==> config.mk <==
export PLATFORM = sky130hd
export DESIGN_NAME = arb_req_port_flat
export DESIGN_NICKNAME = d
export VERILOG_FILES = /design/src/rtl/arb_pkg.sv /design/src/rtl/arb_req_port_if.sv /design/src/rtl/arb_req_port_sync_fifo.sv /design/src/rtl/arb_req_port.sv /design/src/flat_wrapper.sv
export SDC_FILE = /design/constraint.sdc
export NUM_CORES = 1
export LEC_CHECK = 0
export ABC_CLOCK_PERIOD_IN_PS = 2200
export CAP_MARGIN = 20
export CELL_PAD_IN_SITES_DETAIL_PLACEMENT = 1
export CELL_PAD_IN_SITES_GLOBAL_PLACEMENT = 2
export CORE_MARGIN = 2
export CORE_UTILIZATION = 36
export CTS_CLUSTER_DIAMETER = 100
export DETAILED_ROUTE_END_ITERATION = 6
export HOLD_SLACK_MARGIN = 0.15
export PLACE_DENSITY = 0.75
export SLEW_MARGIN = 20
export SYNTH_ARGS = -nofsm -noshare
export SYNTH_HDL_FRONTEND = slang
export SYNTH_SLANG_ARGS = --single-unit
export TNS_END_PERCENT = 5
==> constraint.sdc <==
create_clock -name clk -period 2.2 [get_ports clk]
set_input_delay 0.44 -clock clk [delete_from_list [all_inputs] [get_ports clk]]
set_output_delay 0.44 -clock clk [all_outputs]
set_load 0.005 [all_outputs]
==> src/rtl/arb_pkg.sv <==
// Shared constants for the two-port arbiter and its requester front ends.
// Provides default widths, a pointer-width helper and arbiter port indices.
package arb_pkg;

    localparam int DATA_W_DEF = 8;
    localparam int DEPTH_DEF  = 4;

    // Arbiter port indices, shared with the arbiter itself.
    localparam int REQ0 = 0;
    localparam int REQ1 = 1;

    function automatic int ptr_w(input int depth);
        return (depth > 1) ? $clog2(depth) : 1;
    endfunction

endpackage

==> src/rtl/arb_req_port_if.sv <==
// Producer and arbiter side signals of one requester front end.
// master: producer/arbiter side; slave: the arb_req_port block.
interface arb_req_port_if
    import arb_pkg::*;
#(
    parameter int DATA_W = DATA_W_DEF,
    parameter int DEPTH  = DEPTH_DEF,
    localparam int CNT_W = ptr_w(DEPTH) + 1
);

    logic              in_valid;
    logic              in_ready;
    logic [DATA_W-1:0] in_data;
    logic              req;
    logic              gnt;
    logic              out_valid;
    logic [DATA_W-1:0] out_data;
    logic [CNT_W-1:0]  count;

    modport master (
        output in_valid,
        output in_data,
        output gnt,
        input  in_ready,
        input  req,
        input  out_valid,
        input  out_data,
        input  count
    );

    modport slave (
        input  in_valid,
        input  in_data,
        input  gnt,
        output in_ready,
        output req,
        output out_valid,
        output out_data,
        output count
    );

endinterface

==> src/rtl/arb_req_port_sync_fifo.sv <==
// Synchronous FIFO: storage, wrap-around pointers, occupancy count.
// Ports: push_i/wdata_i, pop_i/rdata_o (head), count_o, full_o, empty_o.
module sync_fifo
    import arb_pkg::*;
#(
    parameter int DATA_W = DATA_W_DEF,
    parameter int DEPTH  = DEPTH_DEF,
    localparam int PTR_W = ptr_w(DEPTH),
    localparam int CNT_W = PTR_W + 1
) (
    input  logic              clk,
    input  logic              rst_n,
    input  logic              push_i,
    input  logic [DATA_W-1:0] wdata_i,
    input  logic              pop_i,
    output logic [DATA_W-1:0] rdata_o,
    output logic [CNT_W-1:0]  count_o,
    output logic              full_o,
    output logic              empty_o
);

    logic [DATA_W-1:0] mem_q [DEPTH];
    logic [PTR_W-1:0]  wr_ptr_q, wr_ptr_d;
    logic [PTR_W-1:0]  rd_ptr_q, rd_ptr_d;
    logic [CNT_W-1:0]  count_q, count_d;
    logic              push_en;
    logic              pop_en;

    // Full/empty come from the count so the pointers can wrap freely.
    assign full_o  = (count_q == CNT_W'(DEPTH));
    assign empty_o = (count_q == '0);
    assign push_en = push_i && !full_o;
    assign pop_en  = pop_i && !empty_o;

    assign rdata_o = mem_q[rd_ptr_q];
    assign count_o = count_q;

    always_comb begin
        wr_ptr_d = wr_ptr_q;
        rd_ptr_d = rd_ptr_q;
        count_d  = count_q + CNT_W'(push_en) - CNT_W'(pop_en);
        if (push_en) begin
            wr_ptr_d = wr_ptr_q + PTR_W'(1);
        end
        if (pop_en) begin
            rd_ptr_d = rd_ptr_q + PTR_W'(1);
        end
    end

    always_ff @(posedge clk or negedge rst_n) begin
        if (!rst_n) begin
            wr_ptr_q <= '0;
            rd_ptr_q <= '0;
            count_q  <= '0;
        end else begin
            wr_ptr_q <= wr_ptr_d;
            rd_ptr_q <= rd_ptr_d;
            count_q  <= count_d;
        end
    end

    // Whole array is cleared so the head reads zero out of reset.
    always_ff @(posedge clk or negedge rst_n) begin
        if (!rst_n) begin
            for (int i = 0; i < DEPTH; i++) begin
                mem_q[i] <= '0;
            end
        end else if (push_en) begin
            mem_q[wr_ptr_q] <= wdata_i;
        end
    end

endmodule

==> src/rtl/arb_req_port.sv <==
// Requester front end: buffers producer words, requests the arbiter, pops on grant.
// Ports: clk, reset (async active-low), bus (slave), gnt_err if ARB_REQ_PORT_ERR_EN.
module arb_req_port
    import arb_pkg::*;
#(
    parameter int DATA_W = DATA_W_DEF,
    parameter int DEPTH  = DEPTH_DEF,
    localparam int CNT_W = ptr_w(DEPTH) + 1
) (
    input  logic           clk,
    input  logic           reset,
    arb_req_port_if.slave  bus
`ifdef ARB_REQ_PORT_ERR_EN
    ,
    output logic           gnt_err
`endif
);

    logic              full;
    logic              empty;
    logic              push;
    logic              pop;
    logic [CNT_W-1:0]  count;
    logic [DATA_W-1:0] head;

    // req depends only on registered state: no gnt-to-req path.
    assign bus.req       = !empty;
    assign bus.in_ready  = !full;
    assign push          = bus.in_valid && !full;
    assign pop           = bus.gnt && !empty;
    assign bus.out_valid = pop;
    assign bus.out_data  = head;
    assign bus.count     = count;

    sync_fifo #(
        .DATA_W (DATA_W),
        .DEPTH  (DEPTH)
    ) u_fifo (
        .clk     (clk),
        .rst_n   (reset),
        .push_i  (push),
        .wdata_i (bus.in_data),
        .pop_i   (pop),
        .rdata_o (head),
        .count_o (count),
        .full_o  (full),
        .empty_o (empty)
    );

`ifdef ARB_REQ_PORT_ERR_EN
    logic err_q, err_d;

    // Sticky flag for a grant arriving with nothing requested.
    assign err_d   = err_q || (bus.gnt && empty);
    assign gnt_err = err_q;

    always_ff @(posedge clk or negedge reset) begin
        if (!reset) begin
            err_q <= 1'b0;
        end else begin
            err_q <= err_d;
        end
    end
`endif

endmodule

==> src/flat_wrapper.sv <==
// flat-port wrapper written by rule: the top's interface ports become plain ports
module arb_req_port_flat import arb_pkg::*;
#(
    parameter int DATA_W = DATA_W_DEF,
    parameter int DEPTH  = DEPTH_DEF,
    localparam int CNT_W = ptr_w(DEPTH) + 1
)
  (clk, reset, bus_in_valid, bus_in_data, bus_gnt, bus_in_ready, bus_req, bus_out_valid, bus_out_data, bus_count);
  arb_req_port_if #(.DATA_W(DATA_W), .DEPTH(DEPTH)) bus_i ();
  input  logic clk;
  input  logic reset;
  input wire logic [$bits(bus_i.in_valid)-1:0] bus_in_valid;
  input wire logic [$bits(bus_i.in_data)-1:0] bus_in_data;
  input wire logic [$bits(bus_i.gnt)-1:0] bus_gnt;
  output wire logic [$bits(bus_i.in_ready)-1:0] bus_in_ready;
  output wire logic [$bits(bus_i.req)-1:0] bus_req;
  output wire logic [$bits(bus_i.out_valid)-1:0] bus_out_valid;
  output wire logic [$bits(bus_i.out_data)-1:0] bus_out_data;
  output wire logic [$bits(bus_i.count)-1:0] bus_count;
  assign bus_i.in_valid = bus_in_valid;
  assign bus_i.in_data = bus_in_data;
  assign bus_i.gnt = bus_gnt;
  assign bus_in_ready = bus_i.in_ready;
  assign bus_req = bus_i.req;
  assign bus_out_valid = bus_i.out_valid;
  assign bus_out_data = bus_i.out_data;
  assign bus_count = bus_i.count;
  arb_req_port #(.DATA_W(DATA_W), .DEPTH(DEPTH)) u_core (.clk(clk), .reset(reset), .bus(bus_i));
endmodule
## After elaboration in Yosys (flattened, before gate mapping)

Index checks and enable logic that the tools add are counted.

- Register bits: 39
- Output and inout port bits: 14
- Logic and storage cells: 31

- Add/subtract/negate cells: 4
- Order comparisons: 3
- Equality and inequality tests: 1
- Muxes and demuxes: 6
- Bitwise logic cells: 2
- Reduce and logical (&&, ||, !) cells: 8

Operator list:

| kind | number |
|---|---|
| 32-bit bitwise mux | 1 |
| 8-bit two-way mux | 3 |
| 8-bit binary-select mux with 2-bit select | 1 |
| 8-bit demux with 2-bit select | 1 |
| 3-bit greater-or-equal comparator, second input constant | 2 |
| 2-bit inverter with 3-bit output | 2 |
| 1-bit logical AND | 5 |
| 2-bit by 1-bit adder with 2-bit output, second input constant | 2 |
| 3-bit by 1-bit adder with 3-bit output | 1 |
| 3-bit equality test, second input constant | 1 |
| 3-bit zero test | 1 |
| 3-bit by 1-bit less-than comparator with 1-bit output, second input constant | 1 |
| 3-bit by 1-bit subtractor with 3-bit output | 1 |
| 1-bit zero test | 2 |

## Depth between registers and ports, before layout

Gate-level depths: netlist of run 1.

- Depth in word-level cells: 6
- Mapped depth: 9

## Modules after synthesis

A second synthesis of run 1 with hierarchy kept.

- Cells, all modules: 241
- Area total of the unflattened synthesis: 2686.3 sq um

By module, submodules not included:

| module | instances | cells an instance | area each (sq um) | sequential area each (sq um) |
|---|---|---|---|---|
| sync_fifo | 1 | 237 | 2666.3 | 975.9 |
| arb_req_port | 1 | 4 | 20.0 | 0.0 |

## Worst setup path after synthesis of run 1

No wires, ideal clock.

- Path type: reg-to-reg
- Start: reg u_core.u_fifo.count_q[1], in the netlist u_core.u_fifo.count_o[1]
- End: reg u_core.u_fifo.count_q[2], in the netlist u_core.u_fifo.count_o[2]
- Arrival: 2020 ps
- Slack: 55 ps
- Cell stages (with the launch flop): 10
- Path buffers: 1
- Clock period less this slack: 2145 ps
- Path through: dfrtp_1 -> or3b_1 -> buf_6 -> nand2_1 -> ha_1 -> inv_1 -> ha_1 -> fa_1 -> xor2_1 -> xnor2_1

- Longest elaborated chain between the ends: 6

Ends and longest elaborated chain:

| what | line | RTL |
|---|---|---|
| from (decl) | arb_req_port_sync_fifo.sv:25 | `logic [CNT_W-1:0] count_q, count_d;` |
| from (signal assigned) | arb_req_port_sync_fifo.sv:58 | `count_q <= count_d;` |
| 3-bit equality test (*) | arb_req_port_sync_fifo.sv:30 | `assign full_o = (count_q == CNT_W'(DEPTH));` |
| 1-bit zero test (*) | - |  |
| via bus_in_ready | flat_wrapper.sv:15 | `output wire logic [$bits(bus_i.in_ready)-1:0] bus_in_ready;` |
| 1-bit logical AND | arb_req_port.sv:29 | `assign push = bus.in_valid && !full;` |
| 1-bit logical AND (*) | arb_req_port_sync_fifo.sv:32 | `assign push_en = push_i && !full_o;` |
| 3-bit by 1-bit adder with 3-bit output (*) | arb_req_port_sync_fifo.sv:41 | `count_d = count_q + CNT_W'(push_en) - CNT_W'(pop_en);` |
| 3-bit by 1-bit subtractor with 3-bit output (*) | arb_req_port_sync_fifo.sv:41 |  |
| via u_core.u_fifo.count_d[2] | arb_req_port_sync_fifo.sv:25 |  |

Mark *: on every way through the listed nets, which the timed path passes. The rest lies on a longest branch.
A chain may end at the register's enable or synchronous reset.

## Worst setup path in the final report of run 1

- Start: reg u_core.u_fifo.count_q[2], in the netlist u_core.u_fifo.count_o[2]
- End: out bus_out_valid

- Longest elaborated chain between the ends: 3

Ends and longest elaborated chain:

| what | line | RTL |
|---|---|---|
| 3-bit zero test | arb_req_port_sync_fifo.sv:31 | `assign empty_o = (count_q == '0);` |
| 1-bit zero test | arb_req_port.sv:30 | `assign pop = bus.gnt && !empty;` |
| 1-bit logical AND | arb_req_port.sv:30 |  |
| to (decl) | flat_wrapper.sv:17 | `output wire logic [$bits(bus_i.out_valid)-1:0] bus_out_valid;` |

Every way passes these cells.

==> results of run 1 <==
power groups by stage:
stage	logic [mW]	clock network [mW]	registers (mW)
6_report	1.74	0.530	1.39
5_1_grt	1.89	0.574	1.44
4_1_cts	1.76	0.545	1.38
3_5_place_dp	1.86	0	1.38
3_3_place_gp	1.79	0	1.35
2_1_floorplan	1.27	0	1.26
layout by cell type (no fill, tap or decap):
cell type,netlist,layout
buf_6,5,2
o31a_2,1,1
buf_4,0,6
dfrtp_1,39,36
buf_2,1,1
mux2_2,1,1
dfrtp_2,0,3
fa_1,1,1
clkbuf_8,0,7
or3_2,1,1
xor2_1,2,2
inv_1,5,5
mux4_2,8,8
clkdlybuf4s50_1,0,14
mux2_4,32,32
dlymetal6s2s_1,0,1
or3b_4,0,1
dlygate4sd2_1,0,9
nand2_1,2,2
xnor2_1,3,3
ha_1,6,6
and3_4,4,4
clkbuf_1,0,1
what timing repair did:
action | 4_1_cts | 5_1_grt
setup buffers | 0 | 1
setup endpoints to repair | 9 | 2
pin swaps | 0 | 1
resized for setup | 12 | 4
per-layer routing:
| layer | wire length [µm] | vias up | GRT usage | part of all wire |
|---|---|---|---|---|
| met5 | 0 | - | 0 | 0 |
| met4 | 52 | 0 | 0.04286 | 0.013 |
| met3 | 146 | 6 | 0.04419 | 0.038 |
| met2 | 1964 | 25 | 0.2379 | 0.51 |
| met1 | 1718 | 556 | 0.1815 | 0.44 |
| li1 | - | 465 | - | - |
final timing paths:
path,depth (start not counted),startpoint,slack [ps],endpoint
worst max-delay path,3,u_core.u_fifo.count_o[2],70,bus_out_valid
worst min-delay path,1,reset,260,u_core.u_fifo.mem_q[30]
worst max register to register,7,u_core.u_fifo.count_o[2],120,u_core.u_fifo.count_o[2]
worst min register to register,1,u_core.u_fifo.mem_q[30],510,u_core.u_fifo.mem_q[30]
max in group asynchronous,1,reset,1350,u_core.u_fifo.count_o[2]
min in group clk,1,u_core.u_fifo.mem_q[30],510,u_core.u_fifo.mem_q[30]
state kept, by name, indices dropped and copies added, names as in the netlist:
register,cells
u_core.u_fifo.count_o,3
u_core.u_fifo.wr_ptr_q,2
u_core.u_fifo.mem_q,32
u_core.u_fifo.rd_ptr_q,2
cell families (layout without fill, tap and decap cells):
| logic type | Yosys count | count (layout) | share of synthesized area |
|---|---|---|---|
| xor gates and xnor gates | 5 | 5 | 0.02247 |
| buffers and inverters | 12 | 46 | 0.04300 |
| and+or+nand+nor | 8 | 8 | 0.03530 |
| adders and majority gates | 7 | 7 | 0.04878 |
| AOI/OAI and AO/OA | 1 | 1 | 0.005135 |
| muxes | 41 | 41 | 0.3447 |
| DFF | 39 | 39 | 0.5006 |
through the flow:
step                      cells  power, mW
final                       217      3.654
after global routing        217      3.904
after CTS                   216      3.688
after detailed placement    208      3.243
after global placement      208      3.133
after floorplan             113      2.536
final cells by class:
class / instances / area (µm²) / share of cell area
Timing Repair Buffer: 33 / 304.0 / 0.1276
Tap cell: 70 / 87.58 / 0.03676
Multi-Input combinational cell: 62 / 892.1 / 0.3745
Clock buffer: 8 / 100.1 / 0.04202
Inverter: 5 / 18.77 / 0.007878
Sequential cell: 39 / 979.7 / 0.4112
==> run_results.csv, run 1 <==
group,metric,value,unit
outcome,status,"finished clean",
power,p_int,2.575,mW
logic_synthesis,synth_top_cell_by_area,"dfrtp_1",
detailed_routing,drc,0,
grt,grt_pass1_vias,1198,
logic_synthesis,synth_top_cells_by_count,"dfrtp_1, mux2_4, mux4_2, ha_1",
floorplanning,die_y,77.59,µm
sta,slew-limit-headroom,0.4250,
grt,gr-total-overflow,0,
placed_design,dp_slack,-110.5,ps
detailed_routing,drtIter0Drc,39,
power,swShare,0.2954,
sta,maxSlewViolCount,0,
logic_synthesis,syn_inst,113,
final_layout,syn_to_final_growth,22.21,%
floorplanning,dieWidth,77.59,µm
worst_hold_path,hp-class,"primary input to asynchronous set/reset pin",
sta,fin_skew,3.523,ps
worst_setup_path,critPathKind,"flop to output pin",
clocking,cts_buffers,5,
sta,setup_viol,0,
power,vdd_drop_max,0.4783,mV
clocking,clk_latency,290,ps
floorplanning,io_pins,26,
power,pwr-share-clk,0.145,
worst_setup_path,critPathBufInv,2,
logic_synthesis,synth_enable_flop_cells,0,
logic_synthesis,ys.flop_type,"dfrtp_1",
logic_synthesis,ys_types,17,
job,maxCapViolations,0,
clocking,clock-root-buffer,"clkbuf_8",
clocking,cts_hold_buf,0,
final_layout,n_antenna_cell,0,
sta,finalCriticalPeriod,2132,ps
logic_synthesis,synth.area.top_cells,"dfrtp_1, mux2_4, mux4_2",
final_layout,post_route_cells_drive_above_1_share,0.4558,
worst_setup_path,cp_cell_sequence,"o31a_2 -> buf_4 -> clkdlybuf4s50_1",
detailed_routing,wl,3882,µm
logic_synthesis,synth-seq-cells,39,
clocking,cts_tree,"done",
sta,postLayoutSetupSlackWorst,67.84,ps
grt,grt_pass1_wl,6513,µm
worst_setup_path,cp-start-kind,"flop",
sta,max_slew.worst_pin.slew,862.5,ps
worst_setup_path,arrival,1690,ps
clocking,clkTransAtPathRegs,70,ps
logic_synthesis,yosys.area.top_type_share,0.5006,
grt,grt_start_max_net_pins,40,
logic_synthesis,synthesis.area,1949,µm²
detailed_routing,wl_per_cell,17.89,µm
logic_synthesis,yosysMostFrequentCell,"dfrtp_1",
worst_setup_path,endpoint_kind,"output pin",
placed_design,placed_cell_area,2270,µm²
worst_setup_path,worstPathRequired,1760,ps
worst_setup_path,cp_max_fo,5,
power,p_leak,1.067,nW
logic_synthesis,yosysWarnings,0,
floorplanning,fp-row-count,26,
sta,fin_setup_tns,0,ps
detailed_routing,firstDrtPassIters,3,
power,p_sw,1.079,mW
logic_synthesis,syn_nets,132,
sta,fmax,0.4690,GHz
grt,grt_util_all_layers,0.1441,
worst_setup_path,cpPeakStageDelay,440,ps
worst_setup_path,crit_family,"buffers and inverters",
logic_synthesis,avgSynthCellArea,17.25,µm²
sta,hold_violations,0,
clocking,h-tree-depth,2,
floorplanning,core,5172,µm²
placed_design,place_congestion,0.6885,
detailed_routing,ant_nets,0,
clocking,clkSinkCount,39,
grt,antenna_found_initial,0,
final_layout,fillers,518,
final_layout,fin_area,2382,µm²
placed_design,dp_hpwl,2744,µm
power,combPwrFrac,0.476,
final_layout,fin_nets,165,
detailed_routing,vias_per_cell,4.848,
placed_design,port-buffer-count,25,
logic_synthesis,async_flop_share,1.000,
final_layout,final_util,0.4606,
clocking,cts_buffer_depth,2,
sta,rsz0062_at_grt,"no",
power,powerDensity,1534,nW/µm²
power,sequentialPowerShare,0.379,
detailed_routing,vias,1052,
floorplanning,initial_utilization,0.3769,
worst_setup_path,cp_slowest_cell,"dfrtp_2",
sta,fin_crit_sh,0.9692,
logic_synthesis,ys_seq_area_frac,0.5006,
floorplanning,dieArea,6019,µm²
sta,hold_ws,257.1,ps
Note: power is estimated with default switching activity, not from simulation.
==> inputs of run 2 (changes only) <==
Settings changed: REMOVE_ABC_BUFFERS set to 1.
==> run_results.csv, run 2 (synthesis gave the netlist of run 1 again) <==
group,metric,value,unit
outcome,status,"finished clean",
placed_design,dp_hpwl,2543,µm
placed_design,port-buffer-count,25,
final_layout,fin_nets,163,
sta,setup_viol,0,
clocking,cts_tree,"done",
final_layout,layout_common_cells,"dfrtp_1, mux2_4, clkdlybuf4s50_1, dlygate4sd2_1, mux4_2",
detailed_routing,firstDrtPassIters,4,
placed_design,placed_cell_area,2262,µm²
clocking,h-tree-depth,2,
placed_design,place_congestion,0.6933,
floorplanning,dieWidth,77.59,µm
worst_setup_path,cp_max_fo,5,
grt,gr-total-overflow,0,
detailed_routing,wl_per_cell,17.74,µm
worst_setup_path,cp_cell_sequence,"or3_2 -> clkdlybuf4s50_1",
sta,finalCriticalPeriod,2129,ps
worst_setup_path,cpPeakStageDelay,480,ps
sta,fin_crit_sh,0.9679,
worst_setup_path,endpoint_kind,"output pin",
power,swShare,0.2919,
sta,fmax,0.4696,GHz
final_layout,fin_area,2401,µm²
worst_setup_path,cp_slowest_cell,"or3_2",
worst_setup_path,cp-start-kind,"flop",
grt,grt_start_max_net_pins,40,
floorplanning,initial_utilization,0.3769,
clocking,clk_latency,290,ps
sta,maxSlewViolCount,0,
worst_setup_path,reg2reg_from,"u_core.u_fifo.count_o[1]",
final_layout,largest_reg_flops,32,
final_layout,largest_register,"u_core.u_fifo.mem_q",
grt,antenna_found_initial,0,
worst_setup_path,critPathKind,"flop to output pin",
power,vdd_drop_max,0.5251,mV
clocking,clkTransAtPathRegs,80,ps
floorplanning,fp-row-count,26,
grt,grt_util_all_layers,0.1386,
grt,grt_pass1_wl,6334,µm
final_layout,post_route_cells_drive_above_1_share,0.4621,
power,powerDensity,1556,nW/µm²
final_layout,syn_to_final_growth,23.17,%
power,combPwrFrac,0.460,
job,maxCapViolations,0,
floorplanning,die_y,77.59,µm
power,p_sw,1.090,mW
sta,hold_ws,265.3,ps
detailed_routing,drc,0,
sta,slew-limit-headroom,0.4127,
detailed_routing,ant_nets,0,
worst_setup_path,r2r_slack,110,ps
clocking,cts_buffers,5,
grt,grt_pass1_vias,1211,
detailed_routing,drtIter0Drc,24,
detailed_routing,vias,1014,
worst_setup_path,ff2ff_path_depth,8,
power,pwr-share-clk,0.166,
clocking,clock-root-buffer,"clkbuf_8",
clocking,cts_buffer_depth,2,
final_layout,n_antenna_cell,0,
worst_setup_path,arrival,1690,ps
worst_setup_path,worstPathRequired,1760,ps
sta,rsz0062_at_grt,"no",
worst_hold_path,hp-class,"primary input to asynchronous set/reset pin",
final_layout,final_common_cell,"dfrtp_1",
worst_setup_path,r2r_end,"u_core.u_fifo.count_o[2]",
detailed_routing,wl,3814,µm
floorplanning,core,5172,µm²
floorplanning,dieArea,6019,µm²
detailed_routing,vias_per_cell,4.716,
power,p_leak,1.085,nW
power,sequentialPowerShare,0.373,
sta,hold_violations,0,
sta,max_slew.worst_pin.slew,881.0,ps
sta,fin_skew,6.359,ps
power,p_int,2.645,mW
floorplanning,io_pins,26,
clocking,clkSinkCount,39,
## run 2: through the flow
step	TNS (ps)	instances	util	setup slack, ps	power [mW]
4_1_cts	0	215	0.4601	22.13	3.758
3_3_place_gp	-39.24	207	0.4373	-39.24	3.131
5_1_grt	0	215	0.4642	21.77	3.991
6_report	0	215	0.4642	70.61	3.735
2_1_floorplan	0	106	-	69.11	2.463
3_5_place_dp	-136.4	207	0.4373	-136.4	3.207
## run 2: critical path, delay by kind of cell (launching register included)
kind                   cells  cell delay [ps]
flip-flops                 1              450
AND/OR/NAND/NOR            1              480
buffers and inverters      1              460
## run 2: area by class of cell
type	count	area, µm²
flip-flops and latches	39	978.4
clock inverters	2	35.03
inverters	5	18.77
fillers	495	2771
clock buffers	6	82.58
multi-input cells	62	909.6
well taps	70	87.58
repair buffers	31	289.0
## run 2: layer usage
layer / wire length (µm) / GRT usage
met1: 1812 / 0.1914
met2: 1832 / 0.2164
met3: 146 / 0.03953
met4: 21 / 0.03214
met5: 0 / 0
## run 2: worst max path at each step
stage,startpoint,end,slack (ps)
2_1_floorplan,u_core.u_fifo.count_o[1],u_core.u_fifo.count_o[2],70
3_3_place_gp,bus_in_valid,u_core.u_fifo.count_o[2],-40
3_5_place_dp,bus_in_valid,u_core.u_fifo.count_o[2],-140
4_1_cts,u_core.u_fifo.count_o[2],bus_out_valid,20
5_1_grt,u_core.u_fifo.count_o[1],u_core.u_fifo.count_o[2],20
6_report,u_core.u_fifo.count_o[2],bus_req,70
## run 2: repair_timing
action	in CTS	in global routing
endpoints found under the setup margin	9	2
hold buffers	0	0
gates resized for setup	13	5
setup buffers	0	0
## run 2: power by group through the flow
stage | logic (mW) | clock network [mW] | registers (mW)
after floorplan | 1.14 | 0 | 1.32
after global placement | 1.78 | 0 | 1.35
after detailed placement | 1.82 | 0 | 1.38
after CTS | 1.74 | 0.636 | 1.38
after global routing | 1.87 | 0.678 | 1.45
final | 1.72 | 0.621 | 1.39
==> inputs of run 3 (changes only) <==
Settings changed: ABC_CLOCK_PERIOD_IN_PS 2200 to 1750, SETUP_SLACK_MARGIN set to 0.4.
Clock period 2.2 ns to 1.75 ns, I/O delays scaled along.
==> run_results.csv, run 3 (synthesis gave the netlist of run 1 again) <==
group,metric,value,unit
outcome,status,"finished, violations left",
outcome,violations,"setup timing",
power,p_sw,1.473,mW
worst_setup_path,crit_family,"adder cells",
power,power,4.937,mW
worst_setup_path,critPathBufInv,1,
floorplanning,initial_utilization,0.3769,
power,swShare,0.2983,
sta,max_slew.worst_pin.slew,453.2,ps
final_layout,post_route_cells_drive_above_1_share,0.5786,
final_layout,final_cells,229,
clocking,clk_latency,290,ps
floorplanning,core,5172,µm²
clocking,cts_buffers,5,
sta,postLayoutSetupSlackWorst,-233.3,ps
grt,gr-total-overflow,0,
grt,grt_pass1_wl,6948,µm
detailed_routing,wl_per_cell,18.42,µm
final_layout,syn_to_final_growth,28.37,%
worst_setup_path,cp-start-kind,"flop",
detailed_routing,drtIter0Drc,30,
clocking,clkTransAtPathRegs,80,ps
detailed_routing,vias,1105,
clocking,h-tree-depth,2,
floorplanning,fp-row-count,26,
final_layout,largest_reg_flops,32,
final_layout,n_antenna_cell,0,
worst_setup_path,cpPeakStageDelay,400,ps
sta,finalCriticalPeriod,1983,ps
final_layout,fin_nets,177,
worst_setup_path,arrival,2160,ps
placed_design,place_congestion,0.7147,
floorplanning,dieArea,6019,µm²
clocking,cts_tree,"done",
placed_design,dp_hpwl,2872,µm
clocking,clkSinkCount,39,
sta,setup_viol,11,
grt,grt_start_max_net_pins,23,
grt,grt_util_all_layers,0.1553,
sta,fin_skew,10.51,ps
clocking,cts_buffer_depth,2,
detailed_routing,ant_nets,0,
worst_setup_path,worstPathRequired,1930,ps
detailed_routing,drc,0,
sta,fmax,0.5042,GHz
sta,rsz0062_at_grt,"yes",
placed_design,dp_slack,-481.9,ps
placed_design,placed_cell_area,2320,µm²
worst_setup_path,cp_max_fo,3,
final_layout,fin_area,2502,µm²
final_layout,largest_register,"u_core.u_fifo.mem_q",
final_layout,layout_common_cells,"dfrtp_1, mux2_4, clkdlybuf4s50_1, buf_4, clkbuf_2",
power,pwr-share-clk,0.151,
worst_setup_path,endpoint_kind,"flop",
power,p_leak,1.148,nW
power,p_int,3.464,mW
power,powerDensity,1973,nW/µm²
clocking,clock-root-buffer,"clkbuf_8",
grt,grt_pass1_vias,1285,
power,vdd_drop_max,0.7824,mV
floorplanning,io_pins,26,
worst_setup_path,cp_slowest_cell,"dfrtp_1",
final_layout,final_util,0.4838,
power,sequentialPowerShare,0.341,
detailed_routing,wl,4218,µm
worst_setup_path,critPathKind,"flop to flop",
sta,fin_setup_tns,-1249,ps
sta,maxSlewViolCount,0,
detailed_routing,firstDrtPassIters,3,
worst_setup_path,cp_cell_sequence,"o31a_2 -> ha_1 -> inv_1 -> ha_2 -> fa_2 -> xor2_2 -> xnor2_1",
placed_design,dp_cells,213,
worst_hold_path,hp-class,"flop to flop",
floorplanning,dieWidth,77.59,µm
detailed_routing,vias_per_cell,4.825,
final_layout,final_common_cell,"dfrtp_1",
job,maxCapViolations,0,
sta,hold_violations,0,
power,combPwrFrac,0.507,
floorplanning,die_y,77.59,µm
grt,antenna_found_initial,0,
sta,hold_ws,515.1,ps
sta,fin_crit_sh,1.133,
sta,slew-limit-headroom,0.6979,
placed_design,port-buffer-count,25,
==> run 3: cell types whose count changed in the layout (fill, tap and decap cells not counted), moves of 2 or more <==
cell / change
dfrtp_1: +2
clkbuf_2: +9
dfrtp_2: -2
buf_12: +2
clkdlybuf4s50_1: -3
buf_6: +5
buf_4: +7
dlygate4sd2_1: -9
==> run 3: layout make-up <==
cell class / instances / area (µm²)
clock buffer: 5 / 68.82
multi-input combinational: 62 / 907.1
fill: 490 / 2670
timing repair buffer: 45 / 400.4
sequential: 39 / 975.9
inverter: 5 / 18.77
clock inverter: 3 / 43.79
tap: 70 / 87.58
==> run 3: final timing paths <==
check	startpoint	depth (start not counted)	slack (ps)	endpoint
max	u_core.u_fifo.count_o[2]	7	-230	u_core.u_fifo.count_o[2]
min reg2reg	u_core.u_fifo.mem_q[14]	1	520	u_core.u_fifo.mem_q[14]
max reg2reg	u_core.u_fifo.count_o[2]	7	-230	u_core.u_fifo.count_o[2]
min in group asynchronous	reset	2	550	u_core.u_fifo.mem_q[22]
max in group asynchronous	reset	3	730	u_core.u_fifo.rd_ptr_q[0]
min	u_core.u_fifo.mem_q[14]	1	520	u_core.u_fifo.mem_q[14]
==> run 3: worst reg2reg max path, delay by kind of cell, from the launching register on <==
kind | cells | cell delay (ps)
buffers and inverters | 1 | 40
adder cells (fa/ha/maj) | 3 | 790
XOR/XNOR | 2 | 280
AO/OA/AOI/OAI | 1 | 370
flip-flops | 1 | 400
==> run 3: power groups by stage <==
stage	clock network (mW)	logic [mW]	registers [mW]
after floorplan	0	1.43	1.66
after global placement	0	2.40	1.64
after detailed placement	0	2.47	1.69
after CTS	0.773	2.57	1.69
after global routing	0.808	2.72	1.75
final	0.748	2.50	1.69
==> run 3: metal layers <==
metal	vias to the layer above	global-route usage	part of all wire
met5	-	0	0
met4	0	0.06964	0.020
met3	7	0.03372	0.030
met2	25	0.2672	0.52
met1	585	0.1855	0.42
li1	488	-	-
==> run 3: what timing repair did <==
action,in CTS,in global routing
hold endpoints to repair,17,0
resized for setup,38,13
pin swaps,2,1
setup buffers,6,1
endpoints found under the setup margin,50,49
hold buffers,1,0
